--- config.mk ---
export PLATFORM = sky130hd
export DESIGN_NAME = dma_sequencer
export DESIGN_NICKNAME = d
export VERILOG_FILES = /design/src/rtl/dma_sequencer.sv
export SDC_FILE = /design/constraint.sdc
export NUM_CORES = 1
export LEC_CHECK = 0
export BUFFER_PORTS_ARGS = -buffer_cell sky130_fd_sc_hd__buf_2
export CORE_MARGIN = 10
export CORE_UTILIZATION = 52
export CTS_CLUSTER_SIZE = 20
export DETAILED_ROUTE_END_ITERATION = 8
export GPL_TIMING_DRIVEN = 0
export PLACE_DENSITY_LB_ADDON = 0.12
export SYNTH_ARGS = -nofsm -noshare
export SYNTH_HDL_FRONTEND = slang
export SYNTH_SLANG_ARGS = --single-unit
--- constraint.sdc ---
create_clock -name clk -period 1.9 [get_ports clk]
set_clock_uncertainty 0.15 [all_clocks]
set_input_delay 0.19 -clock clk [delete_from_list [all_inputs] [get_ports clk]]
set_output_delay 0.19 -clock clk [all_outputs]
set_load 0.01 [all_outputs]
--- src/rtl/dma_sequencer.sv ---
// dma_sequencer: steps multi-beat 64-bit DMA transfers between DBUS and IMEM/DMEM,
// driving the bus-interface DMA controls and tracking read returns through a delay line.
`default_nettype none

module dma_sequencer #(
   parameter int LEN_W    = 9,
   parameter int RD_LAT_D = 2,
   parameter int RD_LAT_I = 4
) (
   input  logic             clk,
   input  logic             rst_n,
   input  logic             start,
   input  logic             dir,
   input  logic             imem_sel,
   input  logic [8:0]       base_addr,
   input  logic [LEN_W-1:0] beat_count,
   input  logic [1:0]       first_mask,
   input  logic [1:0]       last_mask,
   input  logic             abort,
   input  logic             dbus_valid,
   output logic [8:0]       dma_address,
   output logic [1:0]       dma_mask,
   output logic             dma_imem_select,
   output logic             dma_dm_to_rd,
   output logic             dma_rd_to_dm,
   output logic             dbus_read_enable,
   output logic             dbus_write_enable,
   output logic             imem_dma_cycle,
   output logic             fetch_stall,
   output logic             busy,
   output logic             done,
   output logic             aborted
);

   typedef enum logic [2:0] {
      S_IDLE     = 3'd0,
      S_RD_ISSUE = 3'd1,
      S_WR_WAIT  = 3'd2,
      S_WR_ISSUE = 3'd3,
      S_DRAIN    = 3'd4,
      S_FIN      = 3'd5
   } state_t;

   // Read tokens enter the delay line at a latency-dependent tap and all leave from the top bit,
   // so an empty line is simply all-zero for either target.
   localparam logic [RD_LAT_I-1:0] INS_I = RD_LAT_I'(1);
   localparam logic [RD_LAT_I-1:0] INS_D = INS_I << (RD_LAT_I - RD_LAT_D);

   state_t             state_q;
   logic [8:0]         addr_q;
   logic [LEN_W-1:0]   rem_q;
   logic               first_q;
   logic               imem_q;
   logic [1:0]         fmask_q;
   logic [1:0]         lmask_q;
   logic [RD_LAT_I-1:0] pipe_q;
   logic               hold_q;
   logic               imem_cyc_q;
   logic               aborted_q;

   logic       rd_issue;
   logic       wr_issue;
   logic       issue;
   logic       active;
   logic       last_beat;
   logic       wr_capture;
   logic       pipe_near_empty;
   logic [1:0] beat_mask;

   assign rd_issue        = (state_q == S_RD_ISSUE);
   assign wr_issue        = (state_q == S_WR_ISSUE);
   assign issue           = rd_issue | wr_issue;
   assign active          = issue | (state_q == S_WR_WAIT);
   assign last_beat       = (rem_q == '0);
   assign pipe_near_empty = (pipe_q[RD_LAT_I-2:0] == '0);
   assign wr_capture      = dbus_valid & ~abort &
                            ((state_q == S_WR_WAIT) | (wr_issue & ~last_beat));

   always_comb begin
      beat_mask = 2'b11;
      if (first_q && last_beat) beat_mask = fmask_q & lmask_q;
      else if (first_q)         beat_mask = fmask_q;
      else if (last_beat)       beat_mask = lmask_q;
   end

   assign busy              = (state_q != S_IDLE);
   assign done              = (state_q == S_FIN);
   assign dma_address       = busy ? addr_q : 9'd0;
   assign dma_mask          = issue ? beat_mask : 2'b00;
   assign dma_imem_select   = busy & imem_q;
   assign fetch_stall       = busy & imem_q;
   assign dma_dm_to_rd      = rd_issue;
   assign dma_rd_to_dm      = wr_issue;
   assign dbus_read_enable  = wr_capture;
   assign dbus_write_enable = pipe_q[RD_LAT_I-1];
   assign imem_dma_cycle    = imem_cyc_q;
   assign aborted           = aborted_q;

   always_ff @(posedge clk or negedge rst_n) begin
      if (!rst_n) begin
         state_q    <= S_IDLE;
         addr_q     <= '0;
         rem_q      <= '0;
         first_q    <= 1'b0;
         imem_q     <= 1'b0;
         fmask_q    <= '0;
         lmask_q    <= '0;
         pipe_q     <= '0;
         hold_q     <= 1'b0;
         imem_cyc_q <= 1'b0;
         aborted_q  <= 1'b0;
      end else begin
         pipe_q     <= {pipe_q[RD_LAT_I-2:0], 1'b0} | (rd_issue ? (imem_q ? INS_I : INS_D) : '0);
         imem_cyc_q <= issue & imem_q;
         if (issue) begin
            addr_q  <= addr_q + 9'd1;
            rem_q   <= rem_q - LEN_W'(1);
            first_q <= 1'b0;
         end
         if (active && abort) aborted_q <= 1'b1;

         case (state_q)
            S_IDLE: begin
               if (start) begin
                  addr_q    <= base_addr;
                  rem_q     <= beat_count;
                  first_q   <= 1'b1;
                  imem_q    <= imem_sel;
                  fmask_q   <= first_mask;
                  lmask_q   <= last_mask;
                  aborted_q <= 1'b0;
                  state_q   <= dir ? S_WR_WAIT : S_RD_ISSUE;
               end
            end
            S_RD_ISSUE: begin
               if (abort || last_beat) state_q <= S_DRAIN;
            end
            S_WR_WAIT: begin
               if (abort)           state_q <= S_DRAIN;
               else if (dbus_valid) state_q <= S_WR_ISSUE;
            end
            S_WR_ISSUE: begin
               if (abort || last_beat) begin
                  state_q <= S_DRAIN;
                  // IMEM writes commit two cycles after issue; one extra drain cycle covers it.
                  hold_q  <= imem_q;
               end else if (dbus_valid) begin
                  state_q <= S_WR_ISSUE;
               end else begin
                  state_q <= S_WR_WAIT;
               end
            end
            S_DRAIN: begin
               if (hold_q)               hold_q  <= 1'b0;
               else if (pipe_near_empty) state_q <= S_FIN;
            end
            S_FIN:   state_q <= S_IDLE;
            default: state_q <= S_IDLE;
         endcase
      end
   end

endmodule

`default_nettype wire

==> results of run 1 <==
-- routing by layer --
layer | track usage (%) | routed length [um] | vias up
met1 | 17.3 | 2050 | 786
met5 | 0 | 0 | -
met4 | 4.75 | 65 | 0
li1 | - | - | 835
met3 | 5.12 | 354 | 8
met2 | 27.1 | 2420 | 47
-- layout by cell type, fill, tap and decap left out, types with 4 or more instances in the layout --
cell type and instances:
nor2_1 7, buf_4 9, dfrtp_1 33, nand4_1 6, xor2_1 12, buf_6 9
nand2_1 24, buf_2 49, clkbuf_4 5, inv_1 7, xnor2_1 4, dlygate4sd3_1 24
mux2_1 4, nor2b_1 9, o21ai_0 16, a21oi_1 8
-- what timing repair did --
action / CTS / global route
gates resized for setup: 16 / 4
setup endpoints to repair: 15 / 20
hold buffers: 24 / 0
endpoints found under the hold margin: 57 / 0
pin swaps: 5 / 6
buffers inserted: 9 / 0
gates cloned: 1 / 0
-- logic make-up (layout without fill, tap and decap cells) --
family / after synthesis / after routing / share of synthesized area (%)
flops: 34 / 34 / 45.3
fa+ha+maj: 2 / 2 / 1.33
compound gates: 40 / 40 / 13.7
xor+xnor: 16 / 16 / 7.47
mux: 6 / 6 / 3.53
simple gates: 72 / 72 / 22.3
buf+inv: 19 / 105 / 6.33
-- power by group --
group | switching [mW] | internal (mW) | total, mW
Combinational | 1.13 | 1.11 | 2.24
Clock | 0.230 | 0.167 | 0.397
Sequential | 0.291 | 1.06 | 1.35
-- worst register-to-register path, delay by kind of cell, from the launching register on --
kind / cells / cell delay (ns)
DFF: 1 / 0.43
AOI/OAI and AO/OA: 2 / 0.32
and+or+nand+nor: 2 / 0.55
buffers and inverters: 1 / 0.20
-- flip-flops by register name, summed over array words and instances, names as in the netlist --
register        cells
addr_q              9
rem_q               9
pipe_q              4
state_q             3
fmask_q             2
lmask_q             2
aborted             1
first_q             1
hold_q              1
imem_dma_cycle      1
imem_q              1
-- how the worst max path moves through the flow --
stage | slack (ns) | cells past startpoint | end
global route | -0.26 | 4 | dma_mask[1]
CTS | -0.18 | 4 | dma_mask[1]
detailed placement | 0.06 | 7 | dma_address[2]
global placement | 0.05 | 7 | dma_address[2]
finish | -0.18 | 4 | dma_mask[1]
floorplan | 0.21 | 6 | fmask_q[0]
-- through the flow --
stage / worst slack, ns / std cells / hold slack (ns) / TNS, ns / util [%]
4_1_cts: -0.175 / 323 / 0.0481 / -1.21 / 75.8
5_1_grt: -0.263 / 321 / 0.110 / -0.690 / 75.5
3_3_place_gp: 0.0497 / 284 / 0.156 / 0 / 63.8
6_report: -0.176 / 321 / 0.0524 / -0.429 / 75.5
2_1_floorplan: 0.211 / 189 / -0.256 / 0 / -
3_5_place_dp: 0.0571 / 284 / 0.152 / 0 / 63.8
-- final cells by class --
type	count	area share, %
buffer	8	2.52
sequential	34	33.0
inverter	8	1.16
multi-input combinational	136	36.2
clock buffer	6	1.99
tap	46	2.23
timing repair buffer	83	22.8
==> impl_results.md, run 1 <==
- Status: finished, violations left
- Total Power: 3.99 mW
- CTS Buffer Depth: 2
- Routed Wire Length: 4.89 mm
- CTS H-tree lvls: 2
- Fin. Hold Viols: 0
- Final setup vio count: 3
- Total grt overflow: 0
- Rel. slew slack: 49.2%
- Ratio of cells with drive above 1 in the final layout: 34.5%
- Worst vdd ir: 872 uV
- Initial Utilization: 54.9%
- Vias in the first global route: 1755
- Post-Syn Nets: 220
- Fin crit period: 2.08 ns
- HP Start: abort
- LEAKAGE: 1.19 nW
- Routed WL per cell: 15.2 um
- R2r setup slk: 0.12 ns
- CTS tree: done
- Mapped Avg Cell Area: 9.93 sq um
- Worst endpoint required time: 1.56 ns
- Dominant cell by count in the synthesized netlist: dfrtp_1
- Total track usage: 15.5%
- Flops & latches, synth: 34
- DRT iter0 DRCs: 86
- Skew-Pair Late Insertion Delay: 0.34 ns
- Nets@finish: 307
- First-pass GRT wire length: 7.99 mm
- Reg clk slew, reported paths: 0.10 ns
- Synth-to-Final Area Change: 37.5%
- Top delay family on crit path: simple AND/OR/NAND/NOR gates
- Synth area leaders: dfrtp_1, xor2_1, nand2_1, o21ai_0, nor2b_1
- RSZ-0062 raised after global routing: yes
- Largest net degree at the start of global routing: 35
- Fin. max-slew vios: 0
- Die W: 80.1 um
- Drt first pass iters: 4
- FP Rows: 21
- Clock root cell: clkbuf_4
- Failing checks: negative setup slack
- Io pins: 50
- Crit-path cells: nor4_4 -> nand4b_1 -> o221a_2 -> buf_6
- R2r startpoint: rem_q[6]
- Worst Tran Pin Value: 0.762 ns
- Antenna violations before repair: 0
- Max Cap Viol: 0
- Number of flops mapped to enable cells by yosys: 0
- Worst reg2reg path depth: 5
- Final antenna-violating net count: 0
- CP Capture Type: primary output
- Vias: 1676
- Top post-synthesis cells by count: dfrtp_1, nand2_1, o21ai_0
- Sequential share of the synthesized area: 45.3%
- Post-synth top area cell: dfrtp_1
- Multi-input gate area: 935 sq um
- Post-DP Area: 2180 sq um
- Hold Crit Class: primary input to register
- FILL cells: 265
- Slowest-stage cell, CP: dfrtp_1
- Max Fclk: 0.482 GHz
- Die area: 6410 sq um
- FFs w/ async S/R, synth: 100%
- Kind of critical path: register to primary output
- DRC: 0
- Worst setup SP type: register
- CP Data Arrival Time: 1.74 ns
- Reg area: 852 sq um
- Cells after Synth: 189
- Critical path peak fanout: 3
- Vias/cell: 5.22
- Post-synthesis cell type count: 44
- Placer Congestion: 0.820
- Core ar.: 3420 sq um
- Worst reg2reg path endpoint: state_q[1]
- Number of port buffers: 49
- Hold path endpoint: aborted
- Hold Path Stages: 3
- Most used DFF post-synth: dfrtp_1
- Pwr per Cell Area: 1550 nW/um^2
- Period utilization: 109%
- HPWL Detailed: 3.26 mm
- Clk sink count: 34
- Worst path bufs/invs: 1
- Setup crit start: rem_q[6]
- Cell area after synthesis: 1880 sq um
- Design Area, Final: 2580 sq um
- Antenna diodes: 0
- Final setup margin: -0.176 ns
- CP peak stage delay: 0.43 ns
- Die height: 80.1 um
- Share of the synthesized area in the top cell type: 45.3%
- Yosys warnings: 0
- Number of CTS-inserted buffers: 5
No activity file was read; power rests on OpenSTA's default activity.
==> run 2: changes to the inputs <==
CORE_UTILIZATION = 54   (was 52)
CTS_BUF_LIST = sky130_fd_sc_hd__clkbuf_4 sky130_fd_sc_hd__clkbuf_8   (was unset)
SETUP_SLACK_MARGIN = 0.5   (was unset)
==> impl_results.md, run 2 (synthesized netlist as in run 1, its figures left out) <==
- Status: finished, violations left (unchanged)
- Failing checks: negative setup slack (unchanged)
- Critical path peak fanout: 6 (was 3)
- Die area: 6230 sq um (was 6410 sq um)
- Final setup vio count: 17 (was 3)
- Pwr per Cell Area: 1740 nW/um^2 (was 1550 nW/um^2)
- CTS tree: done (unchanged)
- Number of port buffers: 49 (unchanged)
- HPWL Detailed: 3.18 mm (was 3.26 mm)
- Skew-Pair Late Insertion Delay: 0.36 ns (was 0.34 ns)
- Setup crit end: dma_mask[1] (unchanged)
- Final setup margin: -0.351 ns (was -0.176 ns)
- Max Fclk: 0.444 GHz (was 0.482 GHz)
- DRC: 0 (unchanged)
- Worst setup SP type: register (unchanged)
- Hold Path Stages: 3 (unchanged)
- Vias: 2050 (was 1676)
- Kind of critical path: register to primary output (unchanged)
- Number of CTS-inserted buffers: 5 (unchanged)
- Max Cap Viol: 0 (unchanged)
- Initial Utilization: 56.2% (was 54.9%)
- Total grt overflow: 0 (unchanged)
- Fin crit period: 2.25 ns (was 2.08 ns)
- Die height: 79.0 um (was 80.1 um)
- Core ar.: 3340 sq um (was 3420 sq um)
- Worst vdd ir: 1090 uV (was 872 uV)
- Most frequent cells in the layout: buf_2, dfrtp_1, buf_6 (was buf_2, dfrtp_1, nand2_1, dlygate4sd3_1, o21ai_0)
- Cell count after placement: 284 (unchanged)
- FP Rows: 21 (unchanged)
- Nets@finish: 326 (was 307)
- Multi-input gate area: 1200 sq um (was 935 sq um)
- Ratio of cells with drive above 1 in the final layout: 54.7% (was 34.5%)
- Final antenna-violating net count: 0 (unchanged)
- Vias in the first global route: 1910 (was 1755)
- Clk sink count: 34 (unchanged)
- Total track usage: 19.0% (was 15.5%)
- Commonest non-fill, non-tap cell in the layout: buf_2 (unchanged)
- Drt first pass iters: 5 (was 4)
- Routed WL per cell: 22.4 um (was 15.2 um)
- Fin. max-slew vios: 0 (unchanged)
- CP Capture Type: primary output (unchanged)
- Die W: 79.0 um (was 80.1 um)
- First-pass GRT wire length: 9.49 mm (was 7.99 mm)
- Hold Crit Class: primary input to register (unchanged)
- WHS: 0.0728 ns (was 0.0524 ns)
- Antenna violations before repair: 0 (unchanged)
- Worst Tran Pin Value: 0.752 ns (was 0.762 ns)
- Final Non-Filler Cells: 342 (was 321)
- RSZ-0062 raised after global routing: yes (unchanged)
- Antenna diodes: 0 (unchanged)
- Vias/cell: 5.99 (was 5.22)
- Worst endpoint required time: 1.56 ns (about the same)
- Reg clk slew, reported paths: 0.11 ns (was 0.10 ns)
- Reg area: 851 sq um (was 852 sq um)
- CP Data Arrival Time: 1.91 ns (was 1.74 ns)
- Rel. slew slack: 49.9% (was 49.2%)
- Io pins: 50 (unchanged)
- R2r startpoint: rem_q[2] (was rem_q[6])
- Largest net degree at the start of global routing: 35 (unchanged)
- Fin. Hold Viols: 0 (unchanged)
- CTS Buffer Depth: 2 (unchanged)
- Clock root cell: clkbuf_4 (unchanged)
- CTS H-tree lvls: 2 (unchanged)
- Setup crit start: rem_q[2] (was rem_q[6])
- Placer Congestion: 0.888 (was 0.820)
- R2r setup slk: -0.08 ns (was 0.12 ns)
- FILL cells: 96 (was 265)
- DRT iter0 DRCs: 190 (was 86)
- Period utilization: 118% (was 109%)
- Synth-to-Final Area Change: 67.7% (was 37.5%)
- Worst reg2reg path endpoint: hold_q (was state_q[1])
- LEAKAGE: 1.50 nW (was 1.19 nW)
- Top flop regs: addr_q (9), rem_q (9), pipe_q (4) (unchanged)
- Worst reg2reg path depth: 5 (unchanged)
- Routed Wire Length: 7.67 mm (was 4.89 mm)
## run 2: cell count changes in the layout (fill, tap and decap cells not counted), sizes merged
cell    previous run  this run
buf               67        86
clkbuf             6         7
clkinv             0         1
## run 2: area by class of cell
type	count	area share [%]
sequential	34	27.0
clock buffer	7	1.87
multi-input combinational	136	38.2
tap	46	1.83
buffer	11	4.09
clock inverter	1	0.159
timing repair buffer	99	25.8
inverter	8	1.11
## run 2: where the power goes
group | internal [mW] | switching [mW]
sequential | 1.06 | 0.388
combinational | 1.83 | 1.74
clock | 0.194 | 0.272
## run 2: worst min-delay path by stage
| stage | from | endpoint | slack (ns) |
|---|---|---|---|
| floorplan | rst_n | aborted | -0.26 |
| global placement | rst_n | pipe_q[0] | 0.15 |
| detailed placement | rst_n | pipe_q[0] | 0.14 |
| CTS | abort | aborted | 0.04 |
| global route | dir | state_q[1] | 0.1 |
| finish | dir | state_q[1] | 0.07 |
## run 2: per-stage QoR
stage	power (mW)	setup slack (ns)	cell area, sq um	util (%)	TNS, ns
after global routing	5.75	-0.379	3150	94.3	-3.58
after global placement	3.33	0.120	2200	66.1	0
after CTS	4.54	-0.164	2840	85.1	-1.82
after floorplan	2.79	0.259	1900	-	0
final	5.49	-0.351	3150	94.3	-2.61
after detailed placement	3.37	0.111	2200	66.1	0
## run 2: worst max-delay path, stage by stage, from the launching register on
cell	delay, ns
dfrtp_1	0.47
nor2_1	0.35
nand4b_1	0.28
o221a_2	0.32
buf_6	0.12
## run 2: timing repair
item                       CTS  global route
setup endpoints to repair   45            46
cloned                       4             1
buffers inserted            11            10
resized for setup           76            53
hold endpoints to repair    57             0
pin swaps                    9            30
hold buffers                24             0
## run 2: metal layers
layer	wire length, um	track usage [%]	vias to the layer above	share of wire (%)
li1	-	-	877	-
met1	2750	20.2	978	36
met2	3810	34.0	142	50
met3	645	7.09	53	8.4
met4	460	6.27	0	6.0
met5	0	0	-	0
==> run 3: changes to the inputs <==
ABC_AREA = 1   (was unset)
CORE_UTILIZATION = 55   (was 54)
==> impl_results.md, run 3 <==
- Most used DFF post-synth: dfrtp_1 (unchanged)
- WEP type: primary output
- Post-synth top area cell: dfrtp_1 (unchanged)
- Number of port buffers: 49 (unchanged)
- Synth area leaders: dfrtp_1, nand2_1, nor2_1, inv_1, nand3_1 (was dfrtp_1, xor2_1, nand2_1, o21ai_0, nor2b_1)
- HPWL Detailed: 3.68 mm (was 3.18 mm)
- Number of CTS-inserted buffers: 5 (unchanged)
- Cells after Synth: 276 (was 189)
- Dominant cell by count in the synthesized netlist: nand2_1 (was dfrtp_1)
- Share of the synthesized area in the top cell type: 42.4% (was 45.3%)
- Post-synthesis cell type count: 29 (was 44)
- Placer Congestion: 0.861 (was 0.888)
- Yosys warnings: 0 (unchanged)
- Cell count after placement: 371 (was 284)
- Largest net degree at the start of global routing: 35
- FFs w/ async S/R, synth: 100% (unchanged)
- Initial Utilization: 58.7% (was 56.2%)
- Mapped Avg Cell Area: 7.26 sq um (was 9.93 sq um)
- Post-Syn Nets: 307 (was 220)
- Setup WS pre-CTS: 0.197 ns (was 0.111 ns)
- Die height: 80.4 um (was 79.0 um)
- FP Rows: 21 (unchanged)
- Clk sink count: 34 (unchanged)
- Clock root cell: clkbuf_4 (unchanged)
- Err: [ERROR DPL-0038] Utilization greater than 100%, impossible to legalize
- Halt point of the flow: global routing (5_1_grt)
- Flops & latches, synth: 34 (unchanged)
- GRT repair_timing worst endpoint: dma_mask[1]
- Number of flops mapped to enable cells by yosys: 0 (unchanged)
- Die W: 80.4 um (was 79.0 um)
- Sequential share of the synthesized area: 42.4% (was 45.3%)
- Top post-synthesis cells by count: nand2_1, nor2_1, inv_1 (was dfrtp_1, nand2_1, o21ai_0)
- CTS Buffer Depth: 2 (unchanged)
- CTS H-tree lvls: 2 (unchanged)
- Status: did not finish (was finished, violations left)
- Cell area after synthesis: 2000 sq um (was 1880 sq um)
- Io pins: 50 (unchanged)
==> run 3: per-stage QoR <==
stage | hold WS, ns | instance area (sq um)
2_1_floorplan | -0.256 | 2010
4_1_cts | 0.0183 | 3200
3_3_place_gp | 0.155 | 2320
3_5_place_dp | 0.154 | 2320
==> run 3: logic make-up after synthesis <==
logic type,synth area share [%]
xor+xnor,0.437
buf+inv,11.3
fa+ha+maj,1.25
compound gates,7.18
flops,42.4
simple gates,37.4
==> run 3: timing repair <==
item | in CTS
setup buffers | 25
cloned | 6
pin swaps | 19
resized for setup | 75
hold buffers | 23
setup endpoints to repair | 47
hold endpoints to repair | 56
==> run 4: changes to the inputs <==
CORE_UTILIZATION = 40   (was 55)
CTS_BUF_LIST = unset   (was sky130_fd_sc_hd__clkbuf_4 sky130_fd_sc_hd__clkbuf_8)
CTS_CLUSTER_SIZE = unset   (was 20)
PLACE_DENSITY_LB_ADDON = 0.15   (was 0.12)
SETUP_SLACK_MARGIN = unset   (was 0.5)
==> impl_results.md, run 4 <==
- Routed WL per cell: 12.1 um
- Die W: 90.8 um (was 80.4 um)
- Post-synthesis cell type count: 29 (unchanged)
- Synth area leaders: dfrtp_1, nand2_1, nor2_1, inv_1, nand3_1 (unchanged)
- Initial Utilization: 41.9% (was 58.7%)
- Switching Fraction: 44.9%
- Mapped Avg Cell Area: 7.26 sq um (unchanged)
- Kind of critical path: register to primary output
- HPWL Detailed: 3.83 mm (was 3.68 mm)
- R2r startpoint: state_q[0]
- Util after Layout: 56.8%
- Ratio of cells with drive above 1 in the final layout: 29.2%
- Final setup margin: 0.0862 ns
- Fin. Hold Viols: 0
- WHS: 0.00954 ns
- CP peak stage delay: 0.46 ns
- Internal power: 2.29 mW
- Antenna diodes: 0
- Clock network power share: 13.5%
- Io pins: 50 (unchanged)
- Vias in the first global route: 1929
- Die area: 8240 sq um
- CP Data Arrival Time: 1.47 ns
- Core ar.: 4790 sq um
- Reg clk slew, reported paths: 0.07 ns
- Pwr per Cell Area: 1530 nW/um^2
- Most used DFF post-synth: dfrtp_1 (unchanged)
- Top post-synthesis cells by count: nand2_1, nor2_1, inv_1 (unchanged)
- Post-Syn Nets: 307 (unchanged)
- Sequential share of the synthesized area: 42.4% (unchanged)
- Design Area, Final: 2720 sq um
- Worst vdd ir: 721 uV
- Worst reg2reg path depth: 9
- Final setup vio count: 0
- Period utilization: 95.5%
- CP Capture Type: primary output
- Cell area after synthesis: 2000 sq um (unchanged)
- FFs w/ async S/R, synth: 100% (unchanged)
- R2r setup slk: 0.19 ns
- Worst Tran Pin Value: 0.779 ns
- Worst endpoint required time: 1.56 ns
- Skew-Pair Late Insertion Delay: 0.29 ns
- Post-synth top area cell: dfrtp_1 (unchanged)
- Routed Wire Length: 5.16 mm
- LEAKAGE: 1.47 nW
- Vias/cell: 4.62
- Max Fclk: 0.551 GHz
- Commonest non-fill, non-tap cell in the layout: nand2_1
- Share of the synthesized area in the top cell type: 42.4% (unchanged)
- Hold Path Stages: 3
- Status: finished clean (was did not finish)
- DRT iter0 DRCs: 81
- Dominant cell by count in the synthesized netlist: nand2_1 (unchanged)
- Worst setup SP type: register
- Comb pwr share: 55.1%
- DRC: 0
- First-pass GRT wire length: 8.78 mm
- Drt first pass iters: 4
- FP Rows: 25 (was 21)
- Fin crit period: 1.81 ns
- NetSw: 1.86 mW
- Top flop regs: addr_q (9), rem_q (9), pipe_q (4)
- Die height: 90.8 um (was 80.4 um)
- Most frequent cells in the layout: nand2_1, buf_2, nor2_1
- Worst reg2reg path endpoint: rem_q[1]
- Yosys warnings: 0 (unchanged)
- Rel. slew slack: 48.1%
- Hold path endpoint: addr_q[7]
- Fin. max-slew vios: 0
- Setup WS pre-CTS: 0.186 ns (was 0.197 ns)
- Vias: 1967
- CTS Buffer Depth: 2 (unchanged)
- Synth-to-Final Area Change: 35.6%
- Hold Crit Class: primary input to register
- HP Start: base_addr[7]
- CTS tree: done
- Critical path peak fanout: 10
- Nets@finish: 389
- Total track usage: 12.7%
- Number of port buffers: 49 (unchanged)
- CTS H-tree lvls: 2 (unchanged)
- Number of CTS-inserted buffers: 5 (unchanged)
- Clk sink count: 34 (unchanged)
- Post-DP Area: 2330 sq um (was 2320 sq um)
- Cells after Synth: 276 (unchanged)
- Clock root cell: clkbuf_8 (was clkbuf_4)
- FILL cells: 453
- Slowest-stage cell, CP: dfrtp_2
- Sequential power share: 31.4%
- Number of flops mapped to enable cells by yosys: 0 (unchanged)
- Max Cap Viol: 0
- Flops & latches, synth: 34 (unchanged)
- Placer Congestion: 0.855 (was 0.861)
- Total Power: 4.15 mW
- Antenna violations before repair: 0
- Crit-path cells: inv_6 -> nand2_8 -> nor2_4 -> nand3_2 -> a21oi_1 -> buf_2
- Final antenna-violating net count: 0
- Total grt overflow: 0
- Largest net degree at the start of global routing: 35
[run 4: worst max-delay path by stage]
stage / slack (ns) / startpoint / depth (start not counted) / endpoint
2_1_floorplan: 0.38 / state_q[2] / 5 / dbus_read_enable
3_5_place_dp: 0.19 / rem_q[4] / 7 / dma_mask[0]
6_report: 0.09 / state_q[2] / 6 / dbus_read_enable
5_1_grt: -0.03 / state_q[0] / 7 / dma_address[2]
4_1_cts: 0.001 / rem_q[0] / 8 / dma_mask[0]
3_3_place_gp: 0.18 / rem_q[4] / 7 / dbus_read_enable
[run 4: power groups by stage]
stage	sequential [mW]	combinational [mW]	clock (mW)
5_1_grt	1.35	2.61	0.619
2_1_floorplan	1.27	1.47	0
6_report	1.30	2.28	0.562
3_3_place_gp	1.30	2.02	0
4_1_cts	1.30	2.11	0.581
3_5_place_dp	1.31	2.05	0
[run 4: logic make-up after synthesis]
logic type / count (synthesis) / synth area share (%)
compound gates: 27 / 7.18
fa+ha+maj: 2 / 1.25
xor+xnor: 1 / 0.437
simple gates: 162 / 37.4
flops: 34 / 42.4
buf+inv: 50 / 11.3
[run 4: what timing repair did]
action,4_1_cts,5_1_grt
endpoints found under the hold margin,49,0
gates resized for setup,6,11
pin swaps,0,7
buffers inserted,0,10
endpoints found under the setup margin,13,14
hold buffers,16,0
[run 4: layer usage]
metal / up-vias / share of wire [%] / track usage, % / wire length [um]
met5: - / 0 / 0 / 0
met4: 0 / 0.85 / 3.13 / 44
met3: 5 / 5.2 / 4.57 / 268
met2: 43 / 48 / 20.4 / 2470
met1: 894 / 46 / 15.6 / 2380
li1: 1025 / - / - / -
[run 4: per-stage QoR]
step	TNS (ns)	std cells
2_1_floorplan	0	276
3_3_place_gp	0	392
3_5_place_dp	0	392
4_1_cts	0	416
5_1_grt	-0.158	426
6_report	0	426
[run 4: worst max-delay path: cells and delay by family, from the launching register on]
family,cells,cell delay (ns)
buf+inv,2,0.27
flops,1,0.46
simple gates,3,0.33
compound gates,1,0.13
[run 4: layout make-up]
type,count,area (sq um),share of cell area [%]
plain buffers,8,72.6,2.67
clock buffers,6,82.6,3.04
clock inverters,2,12.5,0.460
inverters,42,163,5.99
multi-input cells,192,970,35.7
flip-flops and latches,34,853,31.4
well taps,67,83.8,3.08
repair buffers,75,480,17.7
